--- src/rtl/dsp_pkg.sv ---
// Shared Q15 fixed-point constants and primitives for the EQ and level-meter paths.
package dsp_pkg;

  localparam int Q_FP       = 15;
  localparam int L1         = int'(1.3465 * 2.0**15);
  localparam int L2         = int'(0.3465 * 2.0**15);
  localparam int DB_PER_OCT = int'(6.0206 * 2.0**15);

  typedef enum logic [1:0] {
    S_IDLE,
    S_NORM,
    S_POLY,
    S_OUT
  } lvl_state_t;

  // Q15 multiply, truncating toward minus infinity.
  function automatic logic signed [31:0] qmul(input logic signed [31:0] a,
                                              input logic signed [31:0] b);
    logic signed [63:0] prod;
    prod = 64'(a) * 64'(b);
    return 32'(prod >>> Q_FP);
  endfunction

  // Saturating add.
  function automatic logic signed [31:0] qadd(input logic signed [31:0] a,
                                              input logic signed [31:0] b);
    logic signed [32:0] sum;
    sum = 33'(a) + 33'(b);
    if (sum[32] != sum[31])
      return sum[32] ? 32'sh8000_0000 : 32'sh7FFF_FFFF;
    return sum[31:0];
  endfunction

endpackage

--- src/rtl/band_level_meter_log2.sv ---
// Peak -> dB converter: bit-serial normalise, quadratic log2 of the mantissa,
// scale to dB with symmetric rounding and clamping.
module level_log2
  import dsp_pkg::*;
#(
  parameter int DB_FLOOR = -96,
  parameter int DB_CEIL  = 96
) (
  input  logic               i_clk,
  input  logic               i_rst,
  input  logic               i_start,
  input  logic [30:0]        i_peak,
  output logic               o_busy,
  output logic               o_done,
  output logic signed [15:0] o_result
);

  localparam logic signed [63:0] HALF = 64'sd1 <<< 29;

  lvl_state_t         r_state, w_state_next;
  logic [30:0]        r_x;
  logic [4:0]         r_p;
  logic               r_phase;
  logic signed [31:0] r_log2m;
  logic signed [15:0] r_result;

  logic signed [31:0] w_f, w_log2m, w_pint, w_exp, w_lg;
  logic signed [63:0] w_db, w_rnd;
  logic signed [15:0] w_clamped;

  assign w_f     = {17'd0, r_x[29:15]};
  assign w_log2m = qmul(w_f, qadd(L1, -qmul(L2, w_f)));
  assign w_pint  = {27'd0, r_p};
  assign w_exp   = (w_pint - Q_FP) <<< Q_FP;
  assign w_lg    = qadd(w_exp, r_log2m);
  assign w_db    = 64'(w_lg) * 64'(DB_PER_OCT);
  // Round half away from zero on the Q30 product.
  assign w_rnd   = w_db[63] ? -((-w_db + HALF) >>> 30) : ((w_db + HALF) >>> 30);

  always_comb begin
    if (w_rnd > 64'(DB_CEIL))
      w_clamped = 16'(DB_CEIL);
    else if (w_rnd < 64'(DB_FLOOR))
      w_clamped = 16'(DB_FLOOR);
    else
      w_clamped = w_rnd[15:0];
  end

  always_comb begin
    w_state_next = r_state;
    o_busy       = (r_state != S_IDLE);
    o_done       = 1'b0;
    case (r_state)
      S_IDLE: if (i_start) w_state_next = S_NORM;
      S_NORM: begin
        if (r_x == '0)
          w_state_next = S_OUT;
        else if (r_x[30])
          w_state_next = S_POLY;
      end
      S_POLY: if (r_phase) w_state_next = S_OUT;
      S_OUT: begin
        o_done       = 1'b1;
        w_state_next = S_IDLE;
      end
      default: w_state_next = S_IDLE;
    endcase
  end

  always_ff @(posedge i_clk or posedge i_rst) begin
    if (i_rst)
      r_state <= S_IDLE;
    else
      r_state <= w_state_next;
  end

  always_ff @(posedge i_clk or posedge i_rst) begin
    if (i_rst) begin
      r_x      <= '0;
      r_p      <= '0;
      r_phase  <= 1'b0;
      r_log2m  <= '0;
      r_result <= 16'(DB_FLOOR);
    end else begin
      case (r_state)
        S_IDLE: begin
          if (i_start) begin
            r_x     <= i_peak;
            r_p     <= 5'd30;
            r_phase <= 1'b0;
          end
        end
        S_NORM: begin
          if (r_x == '0) begin
            r_result <= 16'(DB_FLOOR);
          end else if (!r_x[30]) begin
            r_x <= r_x << 1;
            r_p <= r_p - 5'd1;
          end
        end
        S_POLY: begin
          if (!r_phase) begin
            r_log2m <= w_log2m;
            r_phase <= 1'b1;
          end else begin
            r_result <= w_clamped;
          end
        end
        default: ;
      endcase
    end
  end

  assign o_result = r_result;

endmodule

--- src/rtl/band_level_meter.sv ---
// Per-band level meter: windowed peak |sample| tracker feeding a log2-based
// dB converter, result handed out over valid/ready.
module band_level_meter
  import dsp_pkg::*;
#(
  parameter int WIN_LEN  = 512,
  parameter int DB_FLOOR = -96,
  parameter int DB_CEIL  = 96
) (
  input  logic               i_clk,
  input  logic               i_rst,
  input  logic               i_valid,
  input  logic [31:0]        i_data,
  output logic signed [15:0] o_level,
  output logic               o_valid,
  input  logic               i_ready,
  output logic               o_overrun
);

  localparam int CNT_W = $clog2(WIN_LEN);

  logic [CNT_W-1:0]   r_count;
  logic [30:0]        r_peak;
  logic signed [15:0] r_level;
  logic               r_valid;
  logic               r_overrun;

  logic [30:0]        w_neg, w_abs, w_win_peak;
  logic               w_close, w_pending, w_start, w_busy, w_done;
  logic signed [15:0] w_result;

  // Low 31 bits of the two's-complement negation are |x| for every x but -2^31.
  assign w_neg      = 31'd0 - i_data[30:0];
  assign w_abs      = (i_data == 32'h8000_0000) ? 31'h7FFF_FFFF :
                      (i_data[31] ? w_neg : i_data[30:0]);
  assign w_win_peak = (w_abs > r_peak) ? w_abs : r_peak;
  assign w_close    = i_valid && (r_count == CNT_W'(WIN_LEN - 1));
  assign w_pending  = r_valid & ~i_ready;
  assign w_start    = w_close & ~w_busy & ~w_pending;

  level_log2 #(
    .DB_FLOOR (DB_FLOOR),
    .DB_CEIL  (DB_CEIL)
  ) u_log2 (
    .i_clk    (i_clk),
    .i_rst    (i_rst),
    .i_start  (w_start),
    .i_peak   (w_win_peak),
    .o_busy   (w_busy),
    .o_done   (w_done),
    .o_result (w_result)
  );

  always_ff @(posedge i_clk or posedge i_rst) begin
    if (i_rst) begin
      r_count   <= '0;
      r_peak    <= '0;
      r_level   <= 16'(DB_FLOOR);
      r_valid   <= 1'b0;
      r_overrun <= 1'b0;
    end else begin
      if (i_valid) begin
        r_count <= r_count + CNT_W'(1);
        r_peak  <= w_close ? '0 : w_win_peak;
      end
      r_overrun <= w_close & ~w_start;
      if (w_done) begin
        r_level <= w_result;
        r_valid <= 1'b1;
      end else if (r_valid && i_ready) begin
        r_valid <= 1'b0;
      end
    end
  end

  assign o_level   = r_level;
  assign o_valid   = r_valid;
  assign o_overrun = r_overrun;

endmodule

--- config.mk ---
export PLATFORM = sky130hd
export DESIGN_NAME = band_level_meter
export DESIGN_NICKNAME = d
export VERILOG_FILES = /design/src/rtl/dsp_pkg.sv /design/src/rtl/band_level_meter_log2.sv /design/src/rtl/band_level_meter.sv
export SDC_FILE = /design/constraint.sdc
export NUM_CORES = 2
export LEC_CHECK = 0
export BUFFER_PORTS_ARGS = -buffer_cell sky130_fd_sc_hd__buf_2
export CAP_MARGIN = 30
export CORE_UTILIZATION = 60
export DETAILED_ROUTE_END_ITERATION = 12
export PLACE_DENSITY_LB_ADDON = 0.12
export SYNTH_ARGS = -nofsm -noshare
export SYNTH_HDL_FRONTEND = slang
export SYNTH_SLANG_ARGS = --single-unit
--- constraint.sdc ---
create_clock -name i_clk -period 16.2 [get_ports i_clk]
set_clock_uncertainty 0.05 [all_clocks]
set_input_delay 0 -clock i_clk [delete_from_list [all_inputs] [get_ports i_clk]]
set_output_delay 0 -clock i_clk [all_outputs]
set_load 0.01 [all_outputs]
After elaboration in Yosys (flattened, before gate mapping) --
Index checks and enable logic that the tools add are counted.
Storage, ports and cells: bits in registers 145, bits of input ports 36, output and inout bits 18, logic and storage cells 102
Operators by class: add/sub/neg operators 11, multiply operators 3, $lt $le $gt $ge 3, eq/ne operators 13, muxes and demuxes 36, bitwise gates (word level) 9, reductions and logical operators 15
Operator list (count):
- 31-bit two-way mux | 7
- 32-bit two-way mux | 6
- 64-bit by 31-bit adder with 64-bit output, second input constant | 2
- 64-bit by 8-bit > comparator with 1-bit output, second input constant | 1
- 64-bit by 8-bit less-than comparator with 1-bit output, second input constant | 1
- 16-bit two-way mux | 4
- 64-bit two-way mux | 1
- 34-bit negation with 64-bit output | 1
- 64-bit negation | 1
- 31-bit one-hot mux with 2 select lines | 1
- 32-bit by 19-bit multiplier with 51-bit output, second input constant | 1
- 16-bit by 32-bit multiplier with 47-bit output | 1
- 17-bit by 32-bit adder with 33-bit output, first input constant | 1
- 21-bit by 32-bit adder with 33-bit output | 1
- 32-bit == test, second input constant | 1
- 14-bit negation with 32-bit output | 1
- 16-bit one-hot mux with 2 select lines | 1
- 31-bit > comparator | 1
- 31-bit logical NOT | 1
- 1-bit by 31-bit subtractor with 31-bit output, first input constant | 1
- 13-bit by 15-bit multiplier with 28-bit output, first input constant | 1
- 5-bit two-way mux | 3
- 5-bit one-hot mux with 2 select lines | 1
- 2-bit nonzero test | 5
- other kinds (21) | 45

Logic depth before layout (Yosys ltp) --
depth in word-level cells 15, mapped depth 62, mapped depth without buffers 56

Hierarchy --
Synthesis repeated with hierarchy kept, for this count alone.
Unflattened totals: cell total of the unflattened synthesis 4503, area, all modules 39882.0 µm²
By module, submodules not included:
- level_log2 | instances 1, cells each 4081, area an instance 35718.0 µm², seq. area each 2189.6 µm²
- band_level_meter | instances 1, cells each 422, area an instance 4164.0 µm², seq. area each 1463.9 µm²

Worst setup path before layout --
Ideal clock, no wire load.
path kind reg2reg, start point register u_log2.r_x[24], end point register u_log2.r_log2m[31], library setup time 0.134 ns, arrival time 13.502 ns, required time 16.016 ns, slack 2.514 ns, cell stages (with the launch flop) 56, buffers on the path 5, clock period less this slack 13.686 ns, path through dfrtp_1 -> clkbuf_1 -> clkbuf_1 -> inv_1 -> ha_1 -> inv_1 -> fa_1 -> inv_1 -> ha_1 -> inv_1 -> fa_1 -> inv_1 -> fa_1 -> ha_1 -> nand4_1 -> a21oi_1 -> a221oi_1 -> o21bai_1 -> [20 not listed] -> fa_1 -> fa_1 -> fa_1 -> ha_1 -> a21o_1 -> a21o_1 -> a21oi_1 -> nor2_1 -> a21oi_1 -> o31ai_1 -> a211oi_1 -> o21ai_0 -> a211oi_1 -> o31ai_1 -> o21a_1 -> nor2_1 -> xnor2_1 -> o21ai_0
On the way: longest elaborated chain between the ends 7, elaborated cells between the ends (all ways) 9, classes of those cells add/sub: 2; mul: 2; eq/ne: 1; mux: 4
RTL lines:
- from (decl) | RTL line band_level_meter_log2.sv:21 | logic [30:0] r_x;
- from (signal assigned) | RTL line band_level_meter_log2.sv:88 | r_x <= i_peak;
- from (signal assigned) | RTL line band_level_meter_log2.sv:97 | r_x <= r_x << 1;
- 13-bit by 15-bit multiplier with 28-bit output | RTL line dsp_pkg.sv:20 | prod = 64'(a) * 64'(b);
- 14-bit negation with 32-bit output | RTL line band_level_meter_log2.sv:32 | assign w_log2m = qmul(w_f, qadd(L1, -qmul(L2, w_f)));
- 17-bit by 32-bit adder with 33-bit output | RTL line dsp_pkg.sv:28 | sum = 33'(a) + 33'(b);
- 32-bit two-way mux / 1-bit inequality test (equally long branches) | RTL line dsp_pkg.sv:30, dsp_pkg.sv:29
- 32-bit two-way mux / 1-bit two-way mux (equally long branches) | RTL line dsp_pkg.sv:29 | if (sum[32] != sum[31])
- 32-bit two-way mux | RTL line dsp_pkg.sv:31 | return sum[31:0];
- 16-bit by 32-bit multiplier with 47-bit output (*) | RTL line dsp_pkg.sv:20
- to (signal assigned) | RTL line band_level_meter_log2.sv:103 | r_log2m <= w_log2m;
- to (decl) | RTL line band_level_meter_log2.sv:24 | logic signed [31:0] r_log2m;
Mark *: on every way between the ends. The rest lies on a longest branch, timed or not. The select of a mux whose other input is x is not followed. A chain may end at the register's enable or synchronous reset.

Final worst setup path --
start point register u_log2.r_p[0], end point register u_log2.r_result[2] (netlist: u_log2.o_result[2])
On the way: longest elaborated chain between the ends 15, elaborated cells between the ends (all ways) 19, classes of those cells add/sub: 6; mul: 1; order compare: 2; eq/ne: 1; mux: 9
RTL lines:
- from (decl) | RTL line band_level_meter_log2.sv:22 | logic [4:0] r_p;
- from (signal assigned) | RTL line band_level_meter_log2.sv:98 | r_p <= r_p - 5'd1;
- 5-bit by 4-bit subtractor with 6-bit output (*) | RTL line band_level_meter_log2.sv:34 | assign w_exp = (w_pint - Q_FP) <<< Q_FP;
- 21-bit by 32-bit adder with 33-bit output (*) | RTL line dsp_pkg.sv:28
- 32-bit two-way mux / 1-bit inequality test (equally long branches) | RTL line dsp_pkg.sv:30, dsp_pkg.sv:29
- 32-bit two-way mux / 1-bit two-way mux (equally long branches) | RTL line dsp_pkg.sv:29
- 32-bit two-way mux (*) | RTL line dsp_pkg.sv:31
- 32-bit by 19-bit multiplier with 51-bit output (*) | RTL line band_level_meter_log2.sv:36 | assign w_db = 64'(w_lg) * 64'(DB_PER_OCT);
- 64-bit negation | RTL line band_level_meter_log2.sv:38 | assign w_rnd = w_db[63] ? -((-w_db + HALF) >>> 30) : ((w_db + HALF) >>> 30);
- 64-bit by 31-bit adder with 64-bit output | RTL line band_level_meter_log2.sv:38
- 34-bit negation with 64-bit output | RTL line band_level_meter_log2.sv:38
- 64-bit two-way mux (*) | RTL line band_level_meter_log2.sv:38
- 64-bit by 8-bit less-than comparator with 1-bit output | RTL line band_level_meter_log2.sv:43 | else if (w_rnd < 64'(DB_FLOOR))
- 16-bit two-way mux | RTL line band_level_meter_log2.sv:43
- 16-bit two-way mux (*) | RTL line band_level_meter_log2.sv:41 | if (w_rnd > 64'(DB_CEIL))
- 16-bit two-way mux (*) | RTL line band_level_meter_log2.sv:102 | if (!r_phase) begin
- 16-bit one-hot mux with 2 select lines (*) | RTL line band_level_meter_log2.sv:85 | case (r_state)
- to (signal assigned) | RTL line band_level_meter_log2.sv:83 | r_result <= 16'(DB_FLOOR);
- to (signal assigned) | RTL line band_level_meter_log2.sv:95 | r_result <= 16'(DB_FLOOR);
- to (signal assigned) | RTL line band_level_meter_log2.sv:106 | r_result <= w_clamped;
- to (decl) | RTL line band_level_meter_log2.sv:25 | logic signed [15:0] r_result;
Marked as above.

==> qor.yml <==
yosysSeqAreaShare_pct: 9.10
drtPass1Iterations: 10
cts_inserted_buffers: 17
failing_checks: "DRC"
via_count: 31300
period_minus_slack_ps: 14970
drt-total-wl_mm: 104
synthDominantCellAreaShare_pct: 32.3
synth_area_leaders: "sky130_fd_sc_hd__fa_1 32%, sky130_fd_sc_hd__ha_1 16%, sky130_fd_sc_hd__inv_1 8.4%"
syn_area_per_cell_um2: 8.79
slew_violations: 0
tritoncts: "built"
place.gp.congestion: 0.978
max_stage_delay_ps: 730
maxCapViolCount: 0
floorplan.initialDensity_pct: 60.9
vias_in_the_first_global_route: 32400
final_net_count: 5731
grtUsageTotal_pct: 31.9
floorplan.die_area_mm2: 0.0680
filler_cell_count: 5745
finalHoldViolations: 0
dr.first_iter.drc_count: 2023
finalSetupViolations: 0
synth_seq_cells: 145
final_antenna_net_count: 0
synth.cell_area_mm2: 0.0402
drive_gt1_share_pct: 5.55
rows: 94
crit_arrival_ps: 15330
status: "finished with violations"
antenna_found_initial: 0
grt_setup_unrepaired: "false"
grt_pass1_wl_mm: 170
path_clk_slew_ps: 80
postSynth.topFlopCell: "sky130_fd_sc_hd__dfrtp_1"
clockRootBuffer: "sky130_fd_sc_hd__clkbuf_16"
post_synth_inst_count: 4570
synth_nets: 5777
static-leakage-power_nw: 21.8
timing.hold.worst_path_depth: 5
max_freq_mhz: 66.8
power_per_cell_area_mw_per_mm2: 27.8
setup_total_negative_slack_ps: 0
hold_path.class: "in2reg"
die_x_um: 261
slew-limit-headroom_pct: 34.1
cts.repair_timing.setup_buffer_count: 0
fin_cells: 5401
cts_htree_levels: 4
critical_path.startpoint_type: "register"
endpoint_class_of_the_critical_path: "register"
synth-edff-count: 0
synth.distinct_cells: 90
chipHeight_um: 261
avgViaCountPerCell: 5.79
clk-insertion-delay-late_ps: 470
cp_slowest_cell: "sky130_fd_sc_hd__ha_1"
routed_wire_length_per_instance_um: 19.3
diodes: 0
max_slew.worst_pin.slew_ps: 964
clkSinkCount: 145
timing.critical_path.fanout_max: 31
place_inst: 5358
length_in_cells_of_the_worst_reg_to_reg_path: 55
worstSetupPathType: "reg2reg"
final.period_utilization_pct: 92.4
largest_net_degree_at_the_start_of_global_routing: 79
crit_path_frequent_cell: "sky130_fd_sc_hd__a21oi_1"
cp.required_ps: 16560
synth_warnings: 0
max-vdd-ir-drop_uv: 76.8
cts_buffer_depth: 2
grt_overflow_total: 0
port_buffers: 53
route.detailed.drc: 2
flow.area_growth_from_synthesis_pct: 4.73
io_pins: 54
core-area_mm2: 0.0660
postSynth.asyncResetShare_pct: 100
hpwl_mm: 85.1
post-synth-top-area-cell: "sky130_fd_sc_hd__fa_1"
postCtsResizedCells: 0
## synth_stat cells (all sizes together), types with 83 or more instances
| cell type | count |
|---|---|
| fa | 648 |
| nor2 | 219 |
| dfrtp | 125 |
| xor2 | 83 |
| nand2 | 502 |
| ha | 523 |
| xnor2 | 119 |
| clkbuf | 170 |
| inv | 900 |
| o21ai | 151 |
| a21oi | 137 |
| and2 | 106 |
## logic make-up after synthesis
logic type / Yosys count / share of synthesized area, %
simple gates: 1209 / 14.4
xor+xnor: 202 / 4.40
buf+inv: 1092 / 10.3
fa+ha+maj: 1171 / 48.6
mux: 75 / 1.95
compound gates: 676 / 11.2
flops: 145 / 9.10
## path summary, 6_finish.rpt
kind | start | to | slack [ps]
min in group asynchronous | i_rst | o_level[1]$_DFFE_PP0P_ | 140
max | u_log2.r_p[0]$_DFFE_PP0P_ | u_log2.o_result[2]$_DFFE_PP0P_ | 1230
max reg2reg | u_log2.r_p[0]$_DFFE_PP0P_ | u_log2.o_result[2]$_DFFE_PP0P_ | 1230
max in group asynchronous | i_rst | u_log2.r_log2m[23]$_DFFE_PP0P_ | 14890
min reg2reg | r_count[6]$_DFFE_PP0P_ | r_count[6]$_DFFE_PP0P_ | 430
min | i_data[5] | r_peak[5]$_DFFE_PP0P_ | 10
## layer usage
metal | vias to the layer above | global-route usage (%) | part of all wire, %
met5 | - | 0 | 0
met4 | 0 | 12.2 | 3.8
met3 | 207 | 4.79 | 6.1
met2 | 973 | 53.3 | 48
met1 | 15400 | 41.8 | 42
li1 | 14700 | - | -
## cell usage in the layout (no fill, tap or decap), drive strengths merged, types with 10 or more instances in the layout
| cell type | n |
|---|---|
| o311ai | 10 |
| mux2i | 48 |
| or4 | 11 |
| and2 | 106 |
| xor2 | 83 |
| inv | 908 |
| nor3 | 57 |
| or2 | 18 |
| a31oi | 22 |
| or3 | 36 |
| dfstp | 20 |
| nand3 | 53 |
| a21oi | 137 |
| a211oi | 21 |
| nand2b | 34 |
| and4 | 14 |
| a22o | 12 |
| a22oi | 31 |
| o21a | 36 |
| o31ai | 26 |
| o211ai | 29 |
| fa | 648 |
| o21ai | 151 |
| clkbuf | 19 |
| and3 | 23 |
| dfrtp | 125 |
| ha | 523 |
| xnor2 | 119 |
| nor2b | 24 |
| o22ai | 28 |
| buf | 116 |
| nand2 | 502 |
| mux2 | 27 |
| nand4 | 60 |
| a21o | 55 |
| o21bai | 14 |
| nor4 | 22 |
| nor2 | 219 |
## sequential cells by signal, indices dropped and copies added, names as in the netlist, 2 cells and up
register and count:
r_count 9, u_log2.r_p 5, u_log2.o_result 16, u_log2.r_log2m 32, u_log2.r_x 31, u_log2.r_state 2, r_peak 31, o_level 16
## power by group
part,switching [mW],internal [mW],leakage [nW]
clock network,0.195,0.209,0.294
logic,0.184,0.144,19.6
registers,0.0303,0.408,1.86
total,0.409,0.761,21.8
## critical path, delay by kind of cell (launching register included)
| kind | cells | cell delay, ps |
|---|---|---|
| adder cells (fa/ha/maj) | 12 | 5400 |
| AO/OA/AOI/OAI | 23 | 4430 |
| AND/OR/NAND/NOR | 12 | 2940 |
| XOR/XNOR | 4 | 1170 |
| buffers and inverters | 4 | 510 |
| flip-flops | 1 | 400 |
## final cells by class
type / count / area (um2) / share of cell area, %
Multi-Input combinational cell: 3333 / 32400 / 77.1
Inverter: 901 / 3390 / 8.05
Sequential cell: 145 / 3650 / 8.68
Tap cell: 864 / 1080 / 2.57
Clock buffer: 17 / 425 / 1.01
Clock inverter: 15 / 183 / 0.434
Timing Repair Buffer: 126 / 911 / 2.17
## through the flow
| stage | setup WS (ps) | instance area [um2] | hold slack (ps) | utilization [%] | total power, mW |
|---|---|---|---|---|---|
| floorplan | 2510 | 40200 | 141 | - | 0.683 |
| global placement | 1440 | 41300 | 110 | 62.5 | 0.757 |
| detailed placement | 1230 | 41300 | 112 | 62.7 | 0.767 |
| CTS | 1220 | 42000 | 0.669 | 63.7 | 1.18 |
| global route | 121 | 42100 | 68.6 | 63.8 | 1.24 |
| finish | 1230 | 42100 | 14.8 | 63.8 | 1.17 |
## repair_timing
item                                    4_1_cts  5_1_grt
endpoints found under the setup margin        0        0
endpoints found under the hold margin        70        0
hold buffers                                  8        0
(Power assumes the default switching activity.)
